--- src/rtl/vga_tile_scanner_if.sv ---
`default_nettype none
// ============================================================================
//  Module      : vga_tile_scanner_if
//  Description : Tile-map memory read port used by vga_tile_scanner.
//                The scanner (master) presents a word address and the memory
//                (slave) returns the addressed tile word a fixed number of
//                clocks later.
//  Signals     : vga_addr  16  word address, driven by the master
//                q         16  tile word, driven by the slave
//  Revision    : 1.0  initial release
// ============================================================================
interface vga_tile_scanner_if;
    logic [15:0] vga_addr;
    logic [15:0] q;

    modport master (output vga_addr, input q);
    modport slave  (input vga_addr, output q);
endinterface
`default_nettype wire

--- src/rtl/vga_tile_scanner.sv ---
`default_nettype none
// ============================================================================
//  Module      : vga_tile_scanner
//  Description : VGA timing generator with a scrolling tile-map fetch.
//                A free-running x/y raster counter produces sync, active and
//                border flags. For active pixels the tile-map word address is
//                computed and registered; the returned tile word becomes the
//                pixel colour. All outputs are delayed so they lag the raster
//                counter by exactly MEM_LATENCY+2 clocks.
//  Ports       : clock         in   pixel clock
//                reset         in   asynchronous active-high reset
//                mem           if   tile memory port (vga_addr out, q in)
//                scroll_col    in   8   horizontal tile offset
//                scroll_row    in   8   vertical tile offset
//                border_en     in   1   enable border ring
//                border_color  in   12  border RGB444
//                HS, VS        out  1   horizontal / vertical sync
//                VGA_R/G/B     out  4   pixel colour
//                frame_start   out  1   one-clock pulse per frame
//  Revision    : 1.0  initial release
// ============================================================================
module vga_tile_scanner #(
    parameter int          H_ACTIVE    = 640,
    parameter int          H_FP        = 16,
    parameter int          H_SYNC      = 96,
    parameter int          H_BP        = 48,
    parameter int          V_ACTIVE    = 480,
    parameter int          V_FP        = 10,
    parameter int          V_SYNC      = 2,
    parameter int          V_BP        = 33,
    parameter int          TILE_SHIFT  = 4,
    parameter int          MEM_LATENCY = 1,     // legal range 1..4
    parameter bit          SYNC_POL    = 1'b0,  // 0: active-low sync
    parameter logic [15:0] VGA_REGION  = 16'h2000
) (
    input  logic                   clock,
    input  logic                   reset,
    vga_tile_scanner_if.master     mem,
    input  logic [7:0]             scroll_col,
    input  logic [7:0]             scroll_row,
    input  logic                   border_en,
    input  logic [11:0]            border_color,
    output logic                   HS,
    output logic                   VS,
    output logic [3:0]             VGA_R,
    output logic [3:0]             VGA_G,
    output logic [3:0]             VGA_B,
    output logic                   frame_start
);

    // ------------------------------------------------------------------------
    // Raster geometry, all held as 16-bit values to match the counters.
    // ------------------------------------------------------------------------
    localparam int          c_h_total_i = H_SYNC + H_BP + H_ACTIVE + H_FP;
    localparam int          c_v_total_i = V_SYNC + V_BP + V_ACTIVE + V_FP;

    localparam logic [15:0] c_h_last    = 16'(c_h_total_i - 1);
    localparam logic [15:0] c_v_last    = 16'(c_v_total_i - 1);
    localparam logic [15:0] c_h_sync    = 16'(H_SYNC);
    localparam logic [15:0] c_v_sync    = 16'(V_SYNC);
    localparam logic [15:0] c_h_start   = 16'(H_SYNC + H_BP);
    localparam logic [15:0] c_v_start   = 16'(V_SYNC + V_BP);
    localparam logic [15:0] c_h_end     = 16'(H_SYNC + H_BP + H_ACTIVE);
    localparam logic [15:0] c_v_end     = 16'(V_SYNC + V_BP + V_ACTIVE);
    localparam logic [15:0] c_px_last   = 16'(H_ACTIVE - 1);
    localparam logic [15:0] c_py_last   = 16'(V_ACTIVE - 1);
    localparam logic [15:0] c_cols      = 16'(H_ACTIVE >> TILE_SHIFT);
    localparam logic [15:0] c_rows      = 16'(V_ACTIVE >> TILE_SHIFT);

    // Flag pipeline depth: one stage for the address register, MEM_LATENCY
    // stages for the memory, one stage for the colour register.
    localparam int          c_depth     = MEM_LATENCY + 2;

    typedef struct packed {
        logic frame;
        logic border;
        logic active;
        logic vs;
        logic hs;
    } flags_t;

    localparam flags_t c_flags_rst = '{
        frame  : 1'b0,
        border : 1'b0,
        active : 1'b0,
        vs     : ~SYNC_POL,
        hs     : ~SYNC_POL
    };

    // ------------------------------------------------------------------------
    // Raster counters
    // ------------------------------------------------------------------------
    logic [15:0] r_x;
    logic [15:0] r_y;

    always_ff @(posedge clock or posedge reset) begin
        if (reset) begin
            r_x <= 16'd0;
            r_y <= 16'd0;
        end else if (r_x == c_h_last) begin
            r_x <= 16'd0;
            r_y <= (r_y == c_v_last) ? 16'd0 : r_y + 16'd1;
        end else begin
            r_x <= r_x + 16'd1;
        end
    end

    // ------------------------------------------------------------------------
    // Scroll shadow registers. They only change at the frame origin so the
    // picture never tears when the scroll inputs move mid-frame. Storing the
    // offsets already reduced modulo the map size keeps the per-pixel wrap a
    // single conditional subtract.
    // ------------------------------------------------------------------------
    logic        w_frame_origin;
    logic [15:0] w_scol_mod;
    logic [15:0] w_srow_mod;
    logic [15:0] r_scol;
    logic [15:0] r_srow;

    assign w_frame_origin = (r_x == 16'd0) && (r_y == 16'd0);
    assign w_scol_mod     = {8'h00, scroll_col} % c_cols;
    assign w_srow_mod     = {8'h00, scroll_row} % c_rows;

    always_ff @(posedge clock or posedge reset) begin
        if (reset) begin
            r_scol <= 16'd0;
            r_srow <= 16'd0;
        end else if (w_frame_origin) begin
            r_scol <= w_scol_mod;
            r_srow <= w_srow_mod;
        end
    end

    // ------------------------------------------------------------------------
    // Counter-stage decode
    // ------------------------------------------------------------------------
    logic [15:0] w_px;
    logic [15:0] w_py;
    logic        w_active;
    logic        w_border;
    logic [15:0] w_tc_sum;
    logic [15:0] w_tr_sum;
    logic [15:0] w_tc;
    logic [15:0] w_tr;
    logic [15:0] w_addr_next;
    flags_t      w_flags;

    assign w_px     = r_x - c_h_start;
    assign w_py     = r_y - c_v_start;
    assign w_active = (r_x >= c_h_start) && (r_x < c_h_end) &&
                      (r_y >= c_v_start) && (r_y < c_v_end);
    assign w_border = border_en && w_active &&
                      ((w_px == 16'd0) || (w_px == c_px_last) ||
                       (w_py == 16'd0) || (w_py == c_py_last));

    // Tile index plus a pre-reduced offset stays below twice the map size,
    // so one subtract completes the modulo.
    assign w_tc_sum    = (w_px >> TILE_SHIFT) + r_scol;
    assign w_tr_sum    = (w_py >> TILE_SHIFT) + r_srow;
    assign w_tc        = (w_tc_sum >= c_cols) ? w_tc_sum - c_cols : w_tc_sum;
    assign w_tr        = (w_tr_sum >= c_rows) ? w_tr_sum - c_rows : w_tr_sum;
    assign w_addr_next = VGA_REGION + (w_tr * c_cols) + w_tc;

    always_comb begin
        w_flags        = c_flags_rst;
        w_flags.frame  = w_frame_origin;
        w_flags.border = w_border;
        w_flags.active = w_active;
        w_flags.hs     = (r_x < c_h_sync) ? SYNC_POL : ~SYNC_POL;
        w_flags.vs     = (r_y < c_v_sync) ? SYNC_POL : ~SYNC_POL;
    end

    // ------------------------------------------------------------------------
    // Address register: follows the raster during active video and holds the
    // last fetched address through blanking.
    // ------------------------------------------------------------------------
    logic [15:0] r_addr;

    always_ff @(posedge clock or posedge reset) begin
        if (reset) begin
            r_addr <= VGA_REGION;
        end else if (w_active) begin
            r_addr <= w_addr_next;
        end
    end

    assign mem.vga_addr = r_addr;

    // ------------------------------------------------------------------------
    // Flag delay line. Entry k holds the counter-stage flags from k+1 clocks
    // ago; the last entry drives the sync and frame outputs directly.
    // ------------------------------------------------------------------------
    flags_t r_pipe [c_depth];

    always_ff @(posedge clock or posedge reset) begin
        if (reset) begin
            for (int i = 0; i < c_depth; i++) begin
                r_pipe[i] <= c_flags_rst;
            end
        end else begin
            r_pipe[0] <= w_flags;
            for (int i = 1; i < c_depth; i++) begin
                r_pipe[i] <= r_pipe[i-1];
            end
        end
    end

    // ------------------------------------------------------------------------
    // Colour register. It loads on the same edge as the last flag stage, so
    // it selects with the flags one stage earlier, which line up with the
    // tile word currently on q.
    // ------------------------------------------------------------------------
    flags_t      w_sel;
    logic [11:0] r_rgb;
    logic        w_unused_q_hi;

    assign w_sel         = r_pipe[c_depth-2];
    assign w_unused_q_hi = ^mem.q[15:12];

    always_ff @(posedge clock or posedge reset) begin
        if (reset) begin
            r_rgb <= 12'h000;
        end else if (!w_sel.active) begin
            r_rgb <= 12'h000;
        end else if (w_sel.border) begin
            r_rgb <= border_color;
        end else begin
            r_rgb <= mem.q[11:0];
        end
    end

    assign HS          = r_pipe[c_depth-1].hs;
    assign VS          = r_pipe[c_depth-1].vs;
    assign frame_start = r_pipe[c_depth-1].frame;
    assign VGA_R       = r_rgb[11:8];
    assign VGA_G       = r_rgb[7:4];
    assign VGA_B       = r_rgb[3:0];

endmodule
`default_nettype wire

--- src/flat_wrapper.sv ---
// flat-port wrapper written by rule: the top's interface ports become plain ports
module vga_tile_scanner_flat 
#(
    parameter int          H_ACTIVE    = 640,
    parameter int          H_FP        = 16,
    parameter int          H_SYNC      = 96,
    parameter int          H_BP        = 48,
    parameter int          V_ACTIVE    = 480,
    parameter int          V_FP        = 10,
    parameter int          V_SYNC      = 2,
    parameter int          V_BP        = 33,
    parameter int          TILE_SHIFT  = 4,
    parameter int          MEM_LATENCY = 1,                        
    parameter bit          SYNC_POL    = 1'b0,                       
    parameter logic [15:0] VGA_REGION  = 16'h2000
)
  (clock, reset, scroll_col, scroll_row, border_en, border_color, HS, VS, VGA_R, VGA_G, VGA_B, frame_start, mem_vga_addr, mem_q);
  vga_tile_scanner_if mem_i ();
  input  logic clock;
  input  logic reset;
  input  logic [7:0] scroll_col;
  input  logic [7:0] scroll_row;
  input  logic border_en;
  input  logic [11:0] border_color;
  output logic HS;
  output logic VS;
  output logic [3:0] VGA_R;
  output logic [3:0] VGA_G;
  output logic [3:0] VGA_B;
  output logic frame_start;
  output wire logic [$bits(mem_i.vga_addr)-1:0] mem_vga_addr;
  input wire logic [$bits(mem_i.q)-1:0] mem_q;
  assign mem_vga_addr = mem_i.vga_addr;
  assign mem_i.q = mem_q;
  vga_tile_scanner #(.H_ACTIVE(H_ACTIVE), .H_FP(H_FP), .H_SYNC(H_SYNC), .H_BP(H_BP), .V_ACTIVE(V_ACTIVE), .V_FP(V_FP), .V_SYNC(V_SYNC), .V_BP(V_BP), .TILE_SHIFT(TILE_SHIFT), .MEM_LATENCY(MEM_LATENCY), .SYNC_POL(SYNC_POL), .VGA_REGION(VGA_REGION)) u_core (.clock(clock), .reset(reset), .mem(mem_i), .scroll_col(scroll_col), .scroll_row(scroll_row), .border_en(border_en), .border_color(border_color), .HS(HS), .VS(VS), .VGA_R(VGA_R), .VGA_G(VGA_G), .VGA_B(VGA_B), .frame_start(frame_start));
endmodule
--- config.mk ---
export PLATFORM = sky130hd
export DESIGN_NAME = vga_tile_scanner_flat
export DESIGN_NICKNAME = d
export VERILOG_FILES = /design/src/rtl/vga_tile_scanner_if.sv /design/src/rtl/vga_tile_scanner.sv /design/src/flat_wrapper.sv
export SDC_FILE = /design/constraint.sdc
export NUM_CORES = 1
export LEC_CHECK = 0
export ABC_AREA = 0
export CAP_MARGIN = 5
export CORE_MARGIN = 3
export CORE_UTILIZATION = 55
export DETAILED_ROUTE_END_ITERATION = 12
export PLACE_DENSITY = 0.77
export SLEW_MARGIN = 10
export SYNTH_ARGS = -nofsm -noshare
export SYNTH_HDL_FRONTEND = slang
export SYNTH_SLANG_ARGS = --single-unit
--- constraint.sdc ---
create_clock -name clock -period 20.5 [get_ports clock]
set_clock_uncertainty 0.2 [all_clocks]
set_input_delay 2.05 -clock clock [delete_from_list [all_inputs] [get_ports clock]]
set_output_delay 2.05 -clock clock [all_outputs]
set_load 0.1 [all_outputs]
; Word level (Yosys, flattened, before mapping)
; Cells that the tools add are included.
[totals]
register_bits = 105
in_bits = 47
output_inout_bits = 31
wordCells = 65
[classes]
n_addsub = 10
mul = 1
div_mod_pow = 2
magnitude_cmp = 8
eq_ne = 4
n_mux = 8
n_reduce_logical = 13
[ops]
columns = cell, n
row1 = logical NOT 16 bit, 4
row2 = two-way mux 16 bit, 4
row3 = == test 16 x 10 -> 1 bit (second input constant), 3
row4 = adder 12 x 16 -> 16 bit, 2
row5 = adder 16 x 1 -> 16 bit (second input constant), 2
row6 = greater-or-equal comparator 16 x 6 -> 1 bit (second input constant), 2
row7 = < comparator 16 x 10 -> 1 bit (second input constant), 2
row8 = subtractor 16 x 6 -> 16 bit (second input constant), 2
row9 = two-way mux 12 bit, 2
row10 = adder 14 x 16 -> 16 bit (first input constant), 1
row11 = adder 16 bit, 1
row12 = == test 16 x 9 -> 1 bit (second input constant), 1
row13 = greater-or-equal comparator 16 x 5 -> 1 bit (second input constant), 1
row14 = greater-or-equal comparator 16 x 8 -> 1 bit (second input constant), 1
row15 = < comparator 16 x 2 -> 1 bit (second input constant), 1
row16 = < comparator 16 x 7 -> 1 bit (second input constant), 1
row17 = remainder unit 8 x 5 -> 16 bit (second input constant), 1
row18 = remainder unit 8 x 6 -> 16 bit (second input constant), 1
row19 = multiplier 16 x 3 -> 13 bit (second input constant), 1
row20 = subtractor 16 x 5 -> 16 bit (second input constant), 1
row21 = subtractor 16 x 8 -> 16 bit (second input constant), 1
row22 = logical AND 1 bit, 6
row23 = logical OR 1 bit, 3
row24 = two-way mux 1 bit, 2

; Longest topological paths before layout
[depth]
depth_word = 7
depth_mapped = 36

; Worst setup path before layout
; No wires, ideal clock.
[synth_timing]
path_type = flip-flop to flip-flop
start = register u_core.r_y[4]
end = register u_core.r_addr[15] (netlist: u_core.mem.vga_addr[15])
setup_ns = 0.126
arrival_ns = 7.198
path_slack_ns = 12.976
stages_incl_launch_ff = 31
path_buffers = 2
synth_period_minus_slack_ns = 7.524
cell_sequence = dfrtp_1 -> clkbuf_1 -> or3_1 -> o21ai_0 -> nand2_1 -> xnor2_1 -> inv_1 -> ha_1 -> o21a_1 -> o31a_4 -> o31a_1 -> a221oi_4 -> o21ba_4 -> o221a_2 -> nand4bb_1 -> buf_2 -> mux2_2 -> ha_1 -> ha_1 -> a21o_1 -> a21oi_1 -> xnor2_1 -> ha_1 -> ha_1 -> or4_1 -> a31oi_1 -> nor2b_1 -> o21ai_0 -> a211o_1 -> xnor3_1 -> mux2_4
[synth_via]
elab_chain_cells = 7
word_cells_on_any_way = 12
cone_classes = add/sub (5) / mul (1) / order compare (3) / mux (1) / reduce/logical (2)
[synth_rtl]
columns = item, line
row1 = from (decl), vga_tile_scanner.sv:94  ; logic [15:0] r_y;
row2 = from (signal assigned), vga_tile_scanner.sv:102  ; r_y <= (r_y == c_v_last) ? 16'd0 : r_y + 16'd1;
row3 = subtractor 16 x 6 -> 16 bit, vga_tile_scanner.sv:149  ; assign w_py = r_y - c_v_start;
row4 = adder 12 x 16 -> 16 bit, vga_tile_scanner.sv:159  ; assign w_tr_sum = (w_py >> TILE_SHIFT) + r_srow;
row5 = subtractor 16 x 5 -> 16 bit or greater-or-equal comparator 16 x 5 -> 1 bit (tied branches), vga_tile_scanner.sv:161  ; assign w_tr = (w_tr_sum >= c_rows) ? w_tr_sum - c_rows : w_tr_sum;
row6 = two-way mux 16 bit, vga_tile_scanner.sv:161
row7 = multiplier 16 x 3 -> 13 bit, vga_tile_scanner.sv:162  ; assign w_addr_next = VGA_REGION + (w_tr * c_cols) + w_tc;
row8 = adder 14 x 16 -> 16 bit, vga_tile_scanner.sv:162
row9 = adder 16 bit, vga_tile_scanner.sv:162
row10 = to (signal assigned), vga_tile_scanner.sv:183  ; r_addr <= w_addr_next;
row11 = to (decl), vga_tile_scanner.sv:177  ; logic [15:0] r_addr;
; Several ways; a longest one is shown, not always the timed one.
; A chain may end at the register's enable or synchronous reset.

; Worst setup path in the final report
; Ends and elaborated chain as after synthesis.

==> results_dict.tcl <==
set metrics [dict create \
    fmax_mhz 114.4 \
    async_flop_share 1.000 \
    area_delta_synth_final_pct 12.91 \
    reg2reg_slack_ps 11760 \
    worstSetupStartpoint "u_core.r_y[4]$_DFFE_PP0N_" \
    die_h_um 135.2 \
    routedWlPerCell_um 15.20 \
    crit_end "u_core.mem.vga_addr[15]$_DFFE_PP0P_" \
    setup_violations 0 \
    crit_top_cell "xnor2_1" \
    cts_tree "done" \
    overflow 0 \
    holdWs_ps 152.8 \
    synth_edf_count 0 \
    grt_pass1_vias 7027 \
    fin_setup_tns_ps 0 \
    vias_per_cell 5.725 \
    drtAntennaViolNets 0 \
    peakVddDrop_v 0.0002022 \
    synth_area_per_cell_um2 8.642 \
    slew_headroom 0.2618 \
    criticalPathCategory "flop to flop" \
    synth_cell_type_count 86 \
    worst_path_max_delay_cell "nand4bb_1" \
    start_kind "flop" \
    drtIter0Drc 544 \
    r2r-end "u_core.mem.vga_addr[15]$_DFFE_PP0P_" \
    crit_cells 31 \
    finalCriticalPeriod_ps 8739 \
    outcome "finished, final reports clean" \
    fp.coreArea_um2 16120 \
    clkLatencyLatePin_ps 360 \
    syn_area_um2 9178 \
    numCtsBuffers 9 \
    drcViolationCount 0 \
    crit_buf_inv 0 \
    cp_top_family "simple AND/OR/NAND/NOR gates" \
    slowest_delay_ps 600 \
    crit_arrival_ps 8790 \
    grt_pass1_wl_um 33980 \
    hp-class "flop to flop" \
    clk_pin_slew_ps 80 \
    worst_pin_slew_ps 1101 \
    clock_path_buffers 2 \
    cp.required_ps 20550 \
    cts_hold_buf 0 \
    cts_root_buffer "clkbuf_16" \
    min_period_over_period 0.4263 \
    reg2reg_depth 31 \
    slew_violations 0 \
    start_util 0.5695 \
    rsz0062_at_grt "false" \
    post_cts_resized 0 \
    place_congestion 0.9062 \
    vias 7591 \
    p_per_area_nw_per_um2 138.8 \
    p_seq_frac 0.155 \
    internal_power_w 0.0008290 \
    ys_warn_count 0 \
    cts_max_level 3 \
    portBuffers 73 \
    syn_nets 1192 \
    cts_setup_buffers 0 \
    leakage_nw 4.597 \
    hold_viol 0 \
    clock_sinks 105 \
    drive_gt1_frac 0.06036 \
    fp.dieW_um 135.2 \
    hpwl_um 15740 \
    die-area_um2 18270 \
    fin_nets 1235 \
    wirelength_um 20160 \
    p_switching_w 0.0006093 \
    firstDrtPassIters 5 \
    worstSetupEndpointType "flop" \
    antenna_cells 0 \
    dominantRegCellSynth "dfrtp_1" \
    clkPwrFrac 0.126 \
    combPwrFrac 0.719 \
    switching_share 0.4236 \
    gr-usage-all-layers 0.2242 \
    synthesis.instances 1062 \
    r2r_start "u_core.r_y[4]$_DFFE_PP0N_" \
    cp_max_fo 13 \
    synth-seq-cells 105 \
    antenna_found_initial 0 \
    drv_cap 0 \
    ys_seq_area_frac 0.2873 \
    rows 46 \
    grt_max_degree 73 \
    io_pins 78 \
]
sequential cells by signal (all words and copies together), names as in the netlist:
signal and cells:
u_core.r_y 16, u_core.mem.vga_addr 16, u_core.HS 1, u_core.r_scol 16
u_core.r_rgb 12, u_core.r_pipe 10, u_core.frame_start 1, u_core.r_srow 16
u_core.VS 1, u_core.r_x 16
power by group through the flow:
stage | clock network (W) | logic (W) | registers (W)
floorplan | 0 | 0.000859 | 0.000222
global placement | 0 | 0.00100 | 0.000226
detailed placement | 0 | 0.00102 | 0.000226
CTS | 0.000185 | 0.00104 | 0.000222
global route | 0.000194 | 0.00116 | 0.000223
finish | 0.000182 | 0.00103 | 0.000223
placed cells by master (no fill, tap or decap), types with 43 or more instances in the layout:
master,synthesis,routed
a21oi_1,53,53
clkdlybuf4s50_1,0,73
dfrtp_1,98,98
ha_1,79,79
inv_1,48,47
nand2_1,104,104
nor2_1,95,95
o21ai_0,56,56
xnor2_1,76,76
xor2_1,43,43
per-layer routing:
metal / GRT usage / vias to the layer above / part of all wire / routed length, µm
met3: 0.02823 / 17 / 0.043 / 871
met1: 0.3227 / 3512 / 0.49 / 9816
li1: - / 3878 / - / -
met2: 0.3606 / 184 / 0.46 / 9188
met5: 0 / - / 0 / 0
met4: 0.05599 / 0 / 0.014 / 278
through the flow:
| step | setup WS (ps) | cell area (µm²) | std cells | utilization | power [W] |
|---|---|---|---|---|---|
| CTS | 11730 | 10360 | 1326 | 0.6430 | 0.001443 |
| finish | 11760 | 10360 | 1326 | 0.6430 | 0.001438 |
| global placement | 11900 | 10050 | 1310 | 0.6235 | 0.001226 |
| detailed placement | 11740 | 10050 | 1310 | 0.6235 | 0.001250 |
| floorplan | 12980 | 9178 | 1062 | - | 0.001081 |
| global route | 11160 | 10360 | 1326 | 0.6430 | 0.001577 |
kinds of logic after synthesis:
| kind of cell | after synthesis | share of synthesized area |
|---|---|---|
| AO/OA/AOI/OAI | 249 | 0.1933 |
| XOR/XNOR | 121 | 0.1185 |
| buffers and inverters | 91 | 0.03763 |
| AND/OR/NAND/NOR | 374 | 0.2019 |
| adder cells (fa/ha/maj) | 85 | 0.1186 |
| multiplexers | 37 | 0.04281 |
| flip-flops | 105 | 0.2873 |
worst min-delay path by stage:
stage | depth (start not counted) | to | startpoint | slack, ps
after floorplan | 0 | u_core.frame_start$_DFF_PP0_ | u_core.r_pipe[9]$_DFF_PP0_ | 130
after global placement | 0 | u_core.r_pipe[8]$_DFF_PP0_ | u_core.r_pipe[13]$_DFF_PP0_ | 130
after detailed placement | 0 | u_core.r_pipe[7]$_DFF_PP0_ | u_core.r_pipe[12]$_DFF_PP0_ | 140
after CTS | 0 | u_core.r_pipe[7]$_DFF_PP0_ | u_core.r_pipe[12]$_DFF_PP0_ | 150
after global routing | 0 | u_core.r_pipe[7]$_DFF_PP0_ | u_core.r_pipe[12]$_DFF_PP0_ | 160
final | 0 | u_core.r_pipe[7]$_DFF_PP0_ | u_core.r_pipe[12]$_DFF_PP0_ | 150
synth_stat cells (all sizes together), types with 12 or more instances:
master	instances	area share
nand2	104	0.043
dfrtp	98	0.27
nor2	95	0.039
ha	79	0.11
xnor2	76	0.073
o21ai	59	0.033
a21oi	54	0.030
inv	48	0.020
xor2	43	0.041
clkbuf	37	0.015
nor3	28	0.015
nand3	27	0.015
nor2b	26	0.019
a21o	23	0.020
mux2i	22	0.024
mux2	15	0.019
nand4	15	0.010
a31oi	14	0.0095
o21a	13	0.011
nand2b	12	0.0082
final cells by class:
type	instances	area (µm²)
Multi-Input combinational cell	866	6213
Fill cell	1361	5753
Sequential cell	105	2636
Timing Repair Buffer	75	745.7
Tap cell	216	270.3
Clock buffer	10	229.0
Inverter	48	182.7
Clock inverter	6	85.08
Note: power is estimated with default switching activity, not from simulation.
